<file path="config.mk">
export PLATFORM = sky130hd
export DESIGN_NAME = mmio_io_ctrl
export DESIGN_NICKNAME = d
export VERILOG_FILES = /design/src/rtl/mmio_io_ctrl_pkg.sv /design/src/rtl/mmio_io_ctrl_btn_debounce.sv /design/src/rtl/mmio_io_ctrl.sv
export SDC_FILE = /design/constraint.sdc
export NUM_CORES = 1
export LEC_CHECK = 0
export CAP_MARGIN = 10
export CORE_MARGIN = 2
export CORE_UTILIZATION = 35
export DETAILED_ROUTE_END_ITERATION = 10
export GPL_TIMING_DRIVEN = 0
export HOLD_SLACK_MARGIN = 0.02
export PLACE_DENSITY = 0.59
export SLEW_MARGIN = 40
export SYNTH_ARGS = -nofsm -noshare
export SYNTH_HDL_FRONTEND = slang
export SYNTH_HIERARCHICAL = 1
export SYNTH_SLANG_ARGS = --single-unit
export TNS_END_PERCENT = 1
</file>
<file path="constraint.sdc">
create_clock -name clock -period 8.6 [get_ports clock]
set_clock_uncertainty 0.2 [all_clocks]
set_input_delay 0.86 -clock clock [delete_from_list [all_inputs] [get_ports clock]]
set_output_delay 0.86 -clock clock [all_outputs]
set_load 0.005 [all_outputs]
</file>
<file path="src/rtl/mmio_io_ctrl_pkg.sv">
// Shared definitions for the MMIO IO controller: register offsets,
// debounce FSM states and the hex-to-7-segment table.
package mmio_io_ctrl_pkg;

  localparam logic [4:0] IO_SW  = 5'h00;
  localparam logic [4:0] IO_LED = 5'h04;
  localparam logic [4:0] IO_SEG = 5'h08;
  localparam logic [4:0] IO_BLK = 5'h0C;
  localparam logic [4:0] IO_EVT = 5'h10;
  localparam logic [4:0] IO_LVL = 5'h14;

  localparam int unsigned BLK_DP_BIT = 8;

  typedef enum logic {
    DB_STABLE   = 1'b0,
    DB_COUNTING = 1'b1
  } db_state_e;

  // Active-high segments {g,f,e,d,c,b,a}
  function automatic logic [6:0] hex7(input logic [3:0] v);
    logic [6:0] s;
    case (v)
      4'h0: s = 7'h3F;
      4'h1: s = 7'h06;
      4'h2: s = 7'h5B;
      4'h3: s = 7'h4F;
      4'h4: s = 7'h66;
      4'h5: s = 7'h6D;
      4'h6: s = 7'h7D;
      4'h7: s = 7'h07;
      4'h8: s = 7'h7F;
      4'h9: s = 7'h6F;
      4'hA: s = 7'h77;
      4'hB: s = 7'h7C;
      4'hC: s = 7'h39;
      4'hD: s = 7'h5E;
      4'hE: s = 7'h79;
      default: s = 7'h71;
    endcase
    return s;
  endfunction

endpackage

</file>
<file path="src/rtl/mmio_io_ctrl_btn_debounce.sv">
// Single-button synchroniser and debouncer; level follows raw once it has
// been stable for DB_CYCLES cycles, rise pulses on an accepted 0->1 change.
module btn_debounce
  import mmio_io_ctrl_pkg::*;
#(
  parameter int unsigned DB_CYCLES = 20000
) (
  input  logic clock,
  input  logic rst_n,
  input  logic raw,
  output logic level,
  output logic rise
);

  localparam int unsigned CW   = (DB_CYCLES > 2) ? $clog2(DB_CYCLES) : 1;
  localparam int unsigned LAST = (DB_CYCLES > 1) ? DB_CYCLES - 2 : 0;

  logic          r_s1;
  logic          r_s2;
  logic          r_level;
  logic [CW-1:0] r_cnt;
  db_state_e     r_state;

  db_state_e     w_state_nx;
  logic [CW-1:0] w_cnt_nx;
  logic          w_level_nx;
  logic          w_rise;

  always_ff @(posedge clock or negedge rst_n) begin
    if (!rst_n) begin
      r_s1    <= 1'b0;
      r_s2    <= 1'b0;
      r_level <= 1'b0;
      r_cnt   <= '0;
      r_state <= DB_STABLE;
    end else begin
      r_s1    <= raw;
      r_s2    <= r_s1;
      r_level <= w_level_nx;
      r_cnt   <= w_cnt_nx;
      r_state <= w_state_nx;
    end
  end

  // The level commits on the edge where the counter would reach DB_CYCLES-1,
  // so acceptance takes DB_CYCLES edges after the synchroniser.
  always_comb begin
    w_state_nx = r_state;
    w_cnt_nx   = r_cnt;
    w_level_nx = r_level;
    w_rise     = 1'b0;
    case (r_state)
      DB_STABLE: begin
        if (r_s2 != r_level) begin
          w_state_nx = DB_COUNTING;
          w_cnt_nx   = '0;
        end
      end
      DB_COUNTING: begin
        if (r_s2 == r_level) begin
          w_state_nx = DB_STABLE;
        end else if (r_cnt >= CW'(LAST)) begin
          w_level_nx = r_s2;
          w_rise     = r_s2;
          w_state_nx = DB_STABLE;
        end else begin
          w_cnt_nx = r_cnt + 1'b1;
        end
      end
      default: w_state_nx = DB_STABLE;
    endcase
  end

  assign level = r_level;
  assign rise  = w_rise;

endmodule

</file>
<file path="src/rtl/mmio_io_ctrl.sv">
// Memory-mapped IO controller: switches, LEDs, scanned 7-seg display and
// debounced buttons with sticky write-1-to-clear event flags.
module mmio_io_ctrl
  import mmio_io_ctrl_pkg::*;
#(
  parameter int unsigned SW_W       = 24,
  parameter int unsigned LED_W      = 24,
  parameter int unsigned N_DIGITS   = 8,
  parameter int unsigned N_BTN      = 5,
  parameter int unsigned DB_CYCLES  = 20000,
  parameter int unsigned SCAN_DIV   = 50000,
  parameter bit          SEG_ACT_LO = 1'b0
) (
  input  logic                clock,
  input  logic                rst_n,
  input  logic                io_rd,
  input  logic                io_wr,
  input  logic [4:0]          io_addr,
  input  logic [31:0]         io_wdata,
  output logic [31:0]         io_rdata,
  input  logic [SW_W-1:0]     switches,
  input  logic [N_BTN-1:0]    buttons,
  output logic [LED_W-1:0]    leds,
  output logic [N_DIGITS-1:0] seg_en,
  output logic [7:0]          seg_out
);

  localparam int unsigned PW = (SCAN_DIV > 1) ? $clog2(SCAN_DIV) : 1;
  localparam int unsigned DW = (N_DIGITS > 1) ? $clog2(N_DIGITS) : 1;
  localparam logic [N_DIGITS-1:0] EN_OFF  = SEG_ACT_LO ? '1 : '0;
  localparam logic [7:0]          OUT_OFF = SEG_ACT_LO ? '1 : '0;

  logic [SW_W-1:0]       r_sw_s1;
  logic [SW_W-1:0]       r_sw_s2;
  logic [LED_W-1:0]      r_led;
  logic [4*N_DIGITS-1:0] r_seg;
  logic [N_DIGITS-1:0]   r_blank;
  logic                  r_dp;
  logic [N_BTN-1:0]      r_evt;
  logic [PW-1:0]         r_pre;
  logic [DW-1:0]         r_digit;
  logic [N_DIGITS-1:0]   r_seg_en;
  logic [7:0]            r_seg_out;

  logic [4:0]            w_word;
  logic [N_BTN-1:0]      w_lvl;
  logic [N_BTN-1:0]      w_rise;
  logic [N_BTN-1:0]      w_evt_clr;
  logic [31:0]           w_rdata;
  logic                  w_wrap;
  logic [3:0]            w_nib;
  logic                  w_on;
  logic [N_DIGITS-1:0]   w_en_act;
  logic [7:0]            w_out_act;
  logic                  w_unused;

  assign w_word   = {io_addr[4:2], 2'b00};
  assign w_unused = &{1'b0, io_addr[1:0], io_wdata};

  for (genvar g = 0; g < N_BTN; g++) begin : g_btn
    btn_debounce #(
      .DB_CYCLES(DB_CYCLES)
    ) u_db (
      .clock(clock),
      .rst_n(rst_n),
      .raw  (buttons[g]),
      .level(w_lvl[g]),
      .rise (w_rise[g])
    );
  end

  assign w_evt_clr = (io_wr && (w_word == IO_EVT)) ? io_wdata[N_BTN-1:0] : '0;

  always_ff @(posedge clock or negedge rst_n) begin
    if (!rst_n) begin
      r_sw_s1 <= '0;
      r_sw_s2 <= '0;
      r_led   <= '0;
      r_seg   <= '0;
      r_blank <= '0;
      r_dp    <= 1'b0;
      r_evt   <= '0;
    end else begin
      r_sw_s1 <= switches;
      r_sw_s2 <= r_sw_s1;
      if (io_wr && (w_word == IO_LED)) r_led <= io_wdata[LED_W-1:0];
      if (io_wr && (w_word == IO_SEG)) r_seg <= io_wdata[4*N_DIGITS-1:0];
      if (io_wr && (w_word == IO_BLK)) begin
        r_blank <= io_wdata[N_DIGITS-1:0];
        r_dp    <= io_wdata[BLK_DP_BIT];
      end
      // Set dominates clear so an event arriving during a clear is kept.
      r_evt <= (r_evt & ~w_evt_clr) | w_rise;
    end
  end

  always_comb begin
    w_rdata = '0;
    if (io_rd) begin
      case (w_word)
        IO_SW:  w_rdata[SW_W-1:0]       = r_sw_s2;
        IO_LED: w_rdata[LED_W-1:0]      = r_led;
        IO_SEG: w_rdata[4*N_DIGITS-1:0] = r_seg;
        IO_BLK: begin
          w_rdata[N_DIGITS-1:0] = r_blank;
          w_rdata[BLK_DP_BIT]   = r_dp;
        end
        IO_EVT: w_rdata[N_BTN-1:0]      = r_evt;
        IO_LVL: w_rdata[N_BTN-1:0]      = w_lvl;
        default: w_rdata = '0;
      endcase
    end
  end

  assign io_rdata = w_rdata;
  assign leds     = r_led;

  assign w_wrap = (r_pre == PW'(SCAN_DIV - 1));

  always_comb begin
    w_nib    = r_seg[4*r_digit +: 4];
    w_on     = ~r_blank[r_digit];
    w_en_act = '0;
    if (w_on) w_en_act[r_digit] = 1'b1;
    w_out_act = w_on ? {r_dp, hex7(w_nib)} : 8'h00;
  end

  // Enable and segments load together at each wrap from the digit being
  // left, so the first digit appears SCAN_DIV cycles after reset.
  always_ff @(posedge clock or negedge rst_n) begin
    if (!rst_n) begin
      r_pre     <= '0;
      r_digit   <= '0;
      r_seg_en  <= EN_OFF;
      r_seg_out <= OUT_OFF;
    end else if (w_wrap) begin
      r_pre     <= '0;
      r_digit   <= (r_digit == DW'(N_DIGITS - 1)) ? '0 : r_digit + 1'b1;
      r_seg_en  <= SEG_ACT_LO ? ~w_en_act : w_en_act;
      r_seg_out <= SEG_ACT_LO ? ~w_out_act : w_out_act;
    end else begin
      r_pre <= r_pre + 1'b1;
    end
  end

  assign seg_en  = r_seg_en;
  assign seg_out = r_seg_out;

endmodule

</file>
[Word-level counts from Yosys, hierarchy flattened]
Memories as Yosys holds them, arrays and structs flattened.
Index checks and enable logic that the tools add are counted.
Operators by class
  add/sub/neg operators: 7
  $lt $le $gt $ge: 7
  eq/ne operators: 32
  shift-type cells: 1
  mux-type cells: 69
  bitwise operators: 13
  reduce and logical (&&, ||, !) cells: 16
Operators with widths (number)
  15-bit 2-to-1 mux: 15
  15-bit case mux with 2 select lines: 5
  15-bit by 1-bit adder with 15-bit output (second input constant): 5
  15-bit greater-or-equal comparator (second input constant): 5
  15-bit case mux with 3 select lines: 1
  1-bit 2-to-1 mux: 32
  32-bit 2-to-1 mux: 1
  32-bit by 6-bit indexed part select with 4-bit output: 1
  5-bit case mux with 6 select lines: 1
  3-bit AND reduction: 10
  8-bit 2-to-1 mux: 3
  2-bit != test (second input constant): 10
  16-bit by 1-bit adder with 16-bit output (second input constant): 1
  16-bit equality test (second input constant): 1
  16-bit 2-to-1 mux: 1
  4-bit case mux with 4 select lines: 1
  2-bit by 1-bit != test with 1-bit output (second input constant): 5
  1-bit NOT: 10
  1-bit case mux with 2 select lines: 5
  3-bit equality test (second input constant): 3
  3-bit by 2-bit equality test with 1-bit output (second input constant): 2
  5-bit bitwise AND: 1
  1-bit equality test: 5
  1-bit logical AND: 5
  12 further kinds: 16
Storage, ports and cells
  register bits: 248
  bits in read-only memories: 112
  word-level logic and storage cells: 182
  memories kept: 1
Memories
  (no name shown): depth 16, width 7, read ports 1, clocked after Yosys merged registers in 0, write ports 0, RTL line mmio_io_ctrl_pkg.sv:22  | case (v)

[Longest topological paths before layout]
Gate-level depths: netlist of run 1.
  depth in word-level cells: 6
  gate-level depth with buffers: 10
  depth with buffers taken out: 8

[Hierarchy]
Netlist of run 1, hierarchy kept.
Modules (own cells, without submodules)
  mmio_io_ctrl: instances 1, cells each 542, area an instance 6779.0 µm², sequential area each 3828.7 µm²
  btn_debounce: instances 5, cells each 118, area an instance 1113.6 µm², sequential area each 475.5 µm²

[Worst setup path after synthesis of run 1]
OpenSTA, ideal clock, no wires.
  kind: in2out
  start point: input port io_addr[2]
  end point: output port io_rdata[0]
  arrival time: 2059 ps
  required time: 7540 ps
  slack: 5481 ps
  stages: 6
  buffers on the path: 3
  path through: buf_2 buf_2 buf_2 mux2i_1 o22ai_1 and2_1
Between the ends
  cells in the longest elaborated chain, start to end: 3
RTL lines
  start: declaration: RTL line mmio_io_ctrl.sv:18  | input logic [4:0] io_addr,
  3-bit equality test, or another cell as far along: RTL line mmio_io_ctrl.sv:100  | case (w_word)
  5-bit case mux with 6 select lines (*): RTL line mmio_io_ctrl.sv:100
  32-bit 2-to-1 mux (*): RTL line mmio_io_ctrl.sv:99  | if (io_rd) begin
  end: declaration: RTL line mmio_io_ctrl.sv:20  | output logic [31:0] io_rdata,
Every way passes the cells marked *; elsewhere a longest branch is shown, timed or not.

[Final worst setup path of run 1]
  start point: input port io_addr[3]
  end point: output port io_rdata[19]
Between the ends
  cells in the longest elaborated chain, start to end: 3
RTL lines (RTL line)
  3-bit by 2-bit equality test with 1-bit output, or another cell as far along: mmio_io_ctrl.sv:100
  15-bit case mux with 3 select lines (*): mmio_io_ctrl.sv:100
  32-bit 2-to-1 mux (*): mmio_io_ctrl.sv:99
Marks and branches as above.

==> results of run 1 <==
routing by layer:
layer / routed length [um] / global-route usage
met1: 15600 / 0.265
met2: 15100 / 0.285
met3: 1810 / 0.0278
met4: 976 / 0.0541
met5: 0 / 0
power groups by stage:
| stage | registers [W] | logic, W | clock network [W] |
|---|---|---|---|
| detailed placement | 0.00138 | 0.000397 | 0 |
| global placement | 0.00138 | 0.000385 | 0 |
| finish | 0.00136 | 0.000396 | 0.00129 |
| CTS | 0.00136 | 0.000399 | 0.00133 |
| floorplan | 0.00134 | 0.000213 | 0 |
| global route | 0.00138 | 0.000436 | 0.00137 |
how the worst max path moves through the flow:
stage                               to        from  cells after the start  slack, ps
finish                    io_rdata[19]  io_addr[3]                      8       3810
global route              io_rdata[17]  io_addr[3]                      8       3580
CTS                       io_rdata[19]  io_addr[3]                      8       3770
detailed placement        io_rdata[19]  io_addr[3]                      8       3780
global placement    g_btn[0].u_db/r_s2       rst_n                      1      -4400
floorplan                  io_rdata[0]  io_addr[2]                      6       5480
layout make-up:
cell class,count,share of cell area
Clock buffer,41,0.0530
Sequential cell,248,0.401
Inverter,29,0.00703
Buffer,56,0.0190
Clock inverter,11,0.0119
Tap cell,455,0.0368
Timing Repair Buffer,142,0.0955
Multi-Input combinational cell,799,0.376
through the flow:
| step | instance area (um2) | hold WS [ps] | setup TNS, ps |
|---|---|---|---|
| after CTS | 15500 | 145 | 0 |
| after global placement | 14300 | 132 | -1086720 |
| after floorplan | 12300 | 131 | 0 |
| after detailed placement | 14400 | 135 | 0 |
| final | 15500 | 142 | 0 |
| after global routing | 15500 | 150 | 0 |
cells by family (layout without fill, tap and decap cells):
| logic type | after synthesis | after routing | share of synthesized area |
|---|---|---|---|
| AOI/OAI and AO/OA | 189 | 189 | 0.118 |
| adders and majority gates | 19 | 19 | 0.0193 |
| xor gates and xnor gates | 24 | 24 | 0.0170 |
| muxes | 120 | 120 | 0.119 |
| buffers and inverters | 85 | 279 | 0.0326 |
| and+or+nand+nor | 447 | 447 | 0.191 |
| DFF | 248 | 248 | 0.503 |
sequential cells by signal (all words and copies together) (netlist names), 16 cells and up:
name,count
g_btn.u_db/r_cnt,75
r_seg,32
leds,24
r_sw_s1,24
r_sw_s2,24
r_pre,16
worst register-to-register path, delay by kind of cell (launching register included):
| kind | cells | cell delay (ps) |
|---|---|---|
| fa+ha+maj | 1 | 290 |
| flops | 1 | 380 |
| mux | 1 | 280 |
| compound gates | 3 | 480 |
| simple gates | 1 | 560 |
| buf+inv | 4 | 790 |
timing repair:
| item | 4_1_cts | 5_1_grt |
|---|---|---|
| endpoints found under the setup margin | 0 | 0 |
| setup buffers | 0 | 0 |
| endpoints found under the hold margin | 35 | 0 |
| hold buffers | 1 | 0 |
cells in the final DEF, fill, tap and decap left out, drive strengths merged, types with 28 or more instances in the layout:
cell type      Yosys  routed
mux2              72      72
clkbuf            30      71
mux2i             35      35
or4               46      46
a21oi             34      34
nand2            120     120
nand3             66      66
clkdlybuf4s50      0     137
dfrtp            248     248
nor2              70      70
inv               29      30
nand4             28      28
buf               26      30
==> results by group, run 1 <==
Logic synthesis
  • Yosys top cell area share: 0.503
  • Post-synth cell types: 64
  • Synth top area cells: dfrtp_1 (50%), mux2_2 (6.5%), nand2_1 (3.6%), mux2i_1 (2.8%), nand3_1 (2.7%)
  • Post-synth top cells: dfrtp_1 (248), nand2_1 (120), mux2_2 (71)
  • Register area share after synthesis: 0.503
  • Cell Area, Synth: 12300 um2
  • Post-Synthesis Cells: 1132
  • Synthesized flop and latch total: 248
  • Yosys top cell by area: dfrtp_1
  • Syn_area_per_cell: 10.9 um2
  • Prevailing post-synth register cell: dfrtp_1
  • Count leader, synth: dfrtp_1
  • Synth warn: 6
  • Syn_nets: 1221
  • Post-synth EDFFs: 0
  • Fraction of registers with async set/reset: 1.00

Clock network
  • CTS max path bufs: 3
  • Clk_lat worst skew: 560 ps
  • Total CTS buffers: 29
  • CTS clk-pin slew, worst paths: 60 ps
  • Root buf cell: clkbuf_16
  • CTS tree: yes
  • H-tree depth: 1
  • Sink Count: 248
  • Post-CTS sizing: 0

Floorplan
  • # IOs: 142
  • Site row count: 68
  • Die width: 192 um
  • Area of the core: 34600 um2
  • Full die area: 36800 um2
  • Die height: 192 um
  • Initial Util: 0.357

Timing
  • RSZ-0062 raised after global routing: false
  • F_max: 0.209 GHz
  • Rel. slew slack: 0.462
  • Fin. max-slew vios: 0
  • Setup violations, final: 0
  • Slew @ Worst Pin: 801 ps
  • Worst setup margin: 3810 ps
  • Period utilisation layout: 0.556
  • Final worst path period need: 4790 ps
  • Endpoints failing hold: 0

Hold path
  • Hold depth: 0
  • Hold path startpoint: r_sw_s1[17]
  • Hold crit path type: reg -> reg
  • Worst Hold End: r_sw_s2[17]

Setup path
  • R2R Path End: seg_out[6]
  • Critical Path Start Type: input pin
  • Worst path max stage delay: 550 ps
  • CP Class: in -> out
  • CP bufs+invs: 5
  • Reg-to-reg startpoint: r_digit[0]
  • Reg2Reg Setup Slack: 5570 ps
  • Critical path cell sequence: clkdlybuf4s50_1, clkbuf_1, clkbuf_1, clkbuf_1, nor2_1, a21oi_1, nor2_1, clkdlybuf4s50_1
  • Slowest CP cell: clkbuf_1
  • Reg2Reg Depth: 10
  • Most frequent cell on the critical path: clkbuf_1
  • Crit path DAT: 3730 ps
  • CP required: 7540 ps
  • Max Fanout on Critical Path: 10
  • Delay-heaviest family, CP: buffers and inverters
  • Critical Path End Type: output pin

Finish
  • Final cell count without fillers: 1781
  • Area Growth Syn to Fin: 25.4%
  • FF+latch area: 6210 um2
  • N_diodes: 0
  • Share of cells above drive strength 1: 0.144
  • Finished Core Util: 0.447
  • Multi-input gate area: 5820 um2
  • Fin nets: 1394
  • # fillers: 3191

Pwr
  • Power share of the clock group: 0.424
  • Pwr Density: 197 nW/um2
  • Psw: 0.000765 W
  • Comb pwr share: 0.130
  • Pint: 0.00229 W
  • Sw frac: 0.251
  • Leakage: 6.50 nW
  • PnR Total Power: 0.00305 W
  • Flop pwr share: 0.447
  • Worst vdd ir: 0.155 mV

Drt
  • Routed Antenna Nets: 0
  • Drc violations: 0
  • DR vias: 9772
  • Via density: 5.49
  • Final wirelength: 33400 um
  • Initial DRC Count: 628
  • Per-cell routed wire length: 18.8 um
  • DRT Pass-1 Iters: 5

Placed design
  • IO Port Bufs: 138
  • Worst slack, placed: 3780 ps
  • HPWL after detailed placement: 24100 um
  • Final Wtd Congestion: 0.879
  • Cell count after placement: 1728

Run status
  • Outcome: complete, no violations

Global route
  • First-pass GRT wire length: 53800 um
  • Vias in the first global route: 9479
  • Largest net degree at the start of global routing: 77
  • Total gr overflow: 0
  • GRT Util Overall: 0.183
  • Initial antenna violation count: 0

Job
  • Max Cap Viol: 0
(Power assumes the default switching activity.)
==> inputs of run 2 (changes only) <==
Clock period 8.6 ns to 4.52 ns, I/O delays scaled along.
==> results of run 2 <==
The final DEF is identical to that of run 1. Status: complete, no violations.
Main changes from that run: setup slack after placement 3780 ps -> 513 ps; setup slack after layout 3810 ps -> 551 ps; hold slack 142 ps -> 128 ps; register-to-register setup slack 5570 ps -> 1490 ps; end point of the worst hold path r_sw_s2[17] -> r_sw_s1[18]; total power 0.00305 W -> 0.00581 W; worst IR drop on VDD 0.155 mV -> 0.295 mV
==> inputs of run 3 (changes only) <==
Settings changed: ABC_AREA from default to 1.
==> run 3 against run 2 <==
Sequential power is 2% lower. Wire length is 11% higher. Global-route usage is 0.53 points higher. Area after synthesis is 8.3% higher. Non-clock buffer count is 2 higher. Sequential cell count stayed put. Core utilization is 0.81 points lower. Worst setup slack better by 460 ps. Die area is 8.1% higher. Combinational power is 8.2% higher. Clock-buffer cell count is 6 lower.
==> results by group, run 3 <==
Setup path
  • Delay-heaviest family, CP: buffers and inverters
  • Max Fanout on Critical Path: 10
  • Critical path cell sequence: clkdlybuf4s50_1, nand3_2, inv_2, a22oi_1, nand2_1, nor2_1, a21oi_1, clkdlybuf4s50_1
  • Most frequent cell on the critical path: clkdlybuf4s50_1
  • Critical path depth: 8
  • Critical Path End Type: output pin
  • Slowest CP cell: clkdlybuf4s50_1
  • CP required: 3870 ps
  • CP Class: in -> out
  • CP bufs+invs: 3
  • Worst path max stage delay: 610 ps
  • Reg2Reg Depth: 14
  • Critical Path Start Type: input pin
  • Crit path DAT: 2860 ps

Pwr
  • Sw frac: 0.268
  • Worst vdd ir: 0.289 mV
  • Power share of the clock group: 0.426
  • PnR Total Power: 0.00588 W
  • Flop pwr share: 0.435
  • Leakage: 7.71 nW
  • Pwr Density: 355 nW/um2
  • Comb pwr share: 0.139
  • Psw: 0.00157 W
  • Pint: 0.00430 W

Drt
  • Initial DRC Count: 718
  • DRT Pass-1 Iters: 6
  • Per-cell routed wire length: 15.6 um
  • DR vias: 11.7k
  • Final wirelength: 37200 um
  • Drc violations: 0
  • Via density: 4.90
  • Routed Antenna Nets: 0

Placed design
  • Worst slack, placed: 1070 ps
  • Final Wtd Congestion: 0.931
  • Cell count after placement: 2329
  • HPWL after detailed placement: 27300 um
  • IO Port Bufs: 137

Finish
  • Area Growth Syn to Fin: 23.6%
  • # fillers: 3851
  • Multi-input gate area: 6100 um2
  • Fin nets: 1939
  • Regs by FF count: g_btn.u_db/r_cnt (75), r_seg (32)
  • Largest Register: g_btn.u_db/r_cnt
  • Final cell count without fillers: 2384
  • Most common cell after layout, fill and taps aside: nand2_1
  • Share of cells above drive strength 1: 0.0982
  • Number of flip-flops under the largest register name: 75
  • Finished Core Util: 0.439
  • N_diodes: 0
  • FF+latch area: 6210 um2
  • Most frequent cells in the layout: nand2_1 (473), dfrtp_1 (248), nand3_1 (179)

Logic synthesis
  • Syn_area_per_cell: 7.97 um2
  • Register area share after synthesis: 0.464
  • Count leader, synth: nand2_1
  • Post-Synthesis Cells: 1677
  • Synth top area cells: dfrtp_1 (46%), nand2_1 (13%), nand3_1 (6.7%), nor2_1 (4.6%), inv_1 (4.4%)
  • Post-synth top cells: nand2_1 (473), dfrtp_1 (248), nand3_1 (179)
  • Prevailing post-synth register cell: dfrtp_1
  • Synth warn: 6
  • Synthesized flop and latch total: 248
  • Syn_nets: 1766
  • Yosys top cell area share: 0.464
  • Cell Area, Synth: 13400 um2
  • Post-synth cell types: 42
  • Fraction of registers with async set/reset: 1.00
  • Yosys top cell by area: dfrtp_1
  • Post-synth EDFFs: 0

Run status
  • Outcome: complete, no violations

Floorplan
  • # IOs: 142
  • Initial Util: 0.355
  • Area of the core: 37700 um2
  • Full die area: 39800 um2
  • Site row count: 71
  • Die width: 199 um
  • Die height: 199 um

Global route
  • GRT Util Overall: 0.189
  • Vias in the first global route: 11.4k
  • Largest net degree at the start of global routing: 67
  • Total gr overflow: 0
  • Initial antenna violation count: 1
  • First-pass GRT wire length: 60400 um

Clock network
  • CTS tree: yes
  • CTS max path bufs: 3
  • Clk_lat worst skew: 550 ps
  • Sink Count: 248
  • H-tree depth: 1
  • CTS clk-pin slew, worst paths: 60 ps
  • Total CTS buffers: 29
  • Post-CTS Setup Repair Bufs: 0
  • Root buf cell: clkbuf_16
  • Post-CTS sizing: 0

Hold path
  • Hold crit path type: in -> async

Timing
  • Period utilisation layout: 0.776
  • Slew @ Worst Pin: 585 ps
  • Fin. max-slew vios: 0
  • Final worst path period need: 3510 ps
  • F_max: 0.285 GHz
  • Worst setup margin: 1010 ps
  • Endpoints failing hold: 0
  • RSZ-0062 raised after global routing: false
  • Rel. slew slack: 0.610
  • Setup violations, final: 0

Job
  • Max Cap Viol: 0
==> run 3: cell types whose count changed in the layout (fill, tap and decap cells not counted), moves of 34 or more <==
cell and delta:
nand2_1 +353, inv_1 +129, or4_1 -41, nor2_1 +93, mux2i_1 -34, nand3_1 +113
o21ai_0 +59, nand3b_1 +47, mux2_2 -71
==> run 3: final cells by class <==
type / instances / share of cell area
buffer: 58 / 0.0249
clock buffer: 35 / 0.0459
clock inverter: 19 / 0.0159
inverter: 174 / 0.0395
multi-input combinational: 1197 / 0.369
sequential: 248 / 0.375
tap: 511 / 0.0387
timing repair buffer: 142 / 0.0905
==> run 3: through the flow <==
step           instance area, um2  hold WS (ps)  setup TNS, ps
2_1_floorplan               13400         -43.6              0
3_3_place_gp                15400           133       -2036130
3_5_place_dp                15500          84.8              0
4_1_cts                     16500           105              0
5_1_grt                     16500           116              0
6_report                    16500           116              0
==> run 3: power by group through the flow <==
| stage | sequential [W] | combinational (W) | clock, W |
|---|---|---|---|
| final | 0.00256 | 0.000815 | 0.00251 |
| after global routing | 0.00258 | 0.000917 | 0.00267 |
| after CTS | 0.00255 | 0.000824 | 0.00257 |
| after detailed placement | 0.00259 | 0.000818 | 0 |
| after global placement | 0.00259 | 0.000794 | 0 |
| after floorplan | 0.00255 | 0.000433 | 0 |
==> run 3: cell families after synthesis <==
logic type               share of synthesized area
XOR/XNOR                                    0.0301
buffers and inverters                       0.0796
flip-flops                                   0.464
adder cells (fa/ha/maj)                     0.0178
AND/OR/NAND/NOR                              0.343
AO/OA/AOI/OAI                               0.0651
==> run 3: worst paths after layout <==
check,start,to,slack (ps)
setup / recovery,io_addr[3],io_rdata[4],1010
hold / removal,rst_n,r_seg[26],120
setup reg to reg,r_digit[0],seg_out[1],2050
hold reg to reg,r_sw_s1[19],r_sw_s2[19],150
max in group asynchronous,rst_n,g_btn[1].u_db/r_cnt[10],3090
min in group clock,buttons[4],g_btn[4].u_db/r_s1,140
==> run 3: timing repair <==
action / 4_1_cts / 5_1_grt
hold endpoints to repair: 140 / 0
hold buffers: 1 / 0
endpoints found under the setup margin: 0 / 0
==> run 3: layer usage <==
| layer | track usage | up-vias | routed length [um] | part of all wire |
|---|---|---|---|---|
| met5 | 0 | - | 11 | 0.00030 |
| met3 | 0.0282 | 44 | 2290 | 0.062 |
| li1 | - | 5761 | - | - |
| met1 | 0.263 | 5545 | 17100 | 0.46 |
| met2 | 0.312 | 332 | 17100 | 0.46 |
| met4 | 0.0384 | 2 | 670 | 0.018 |
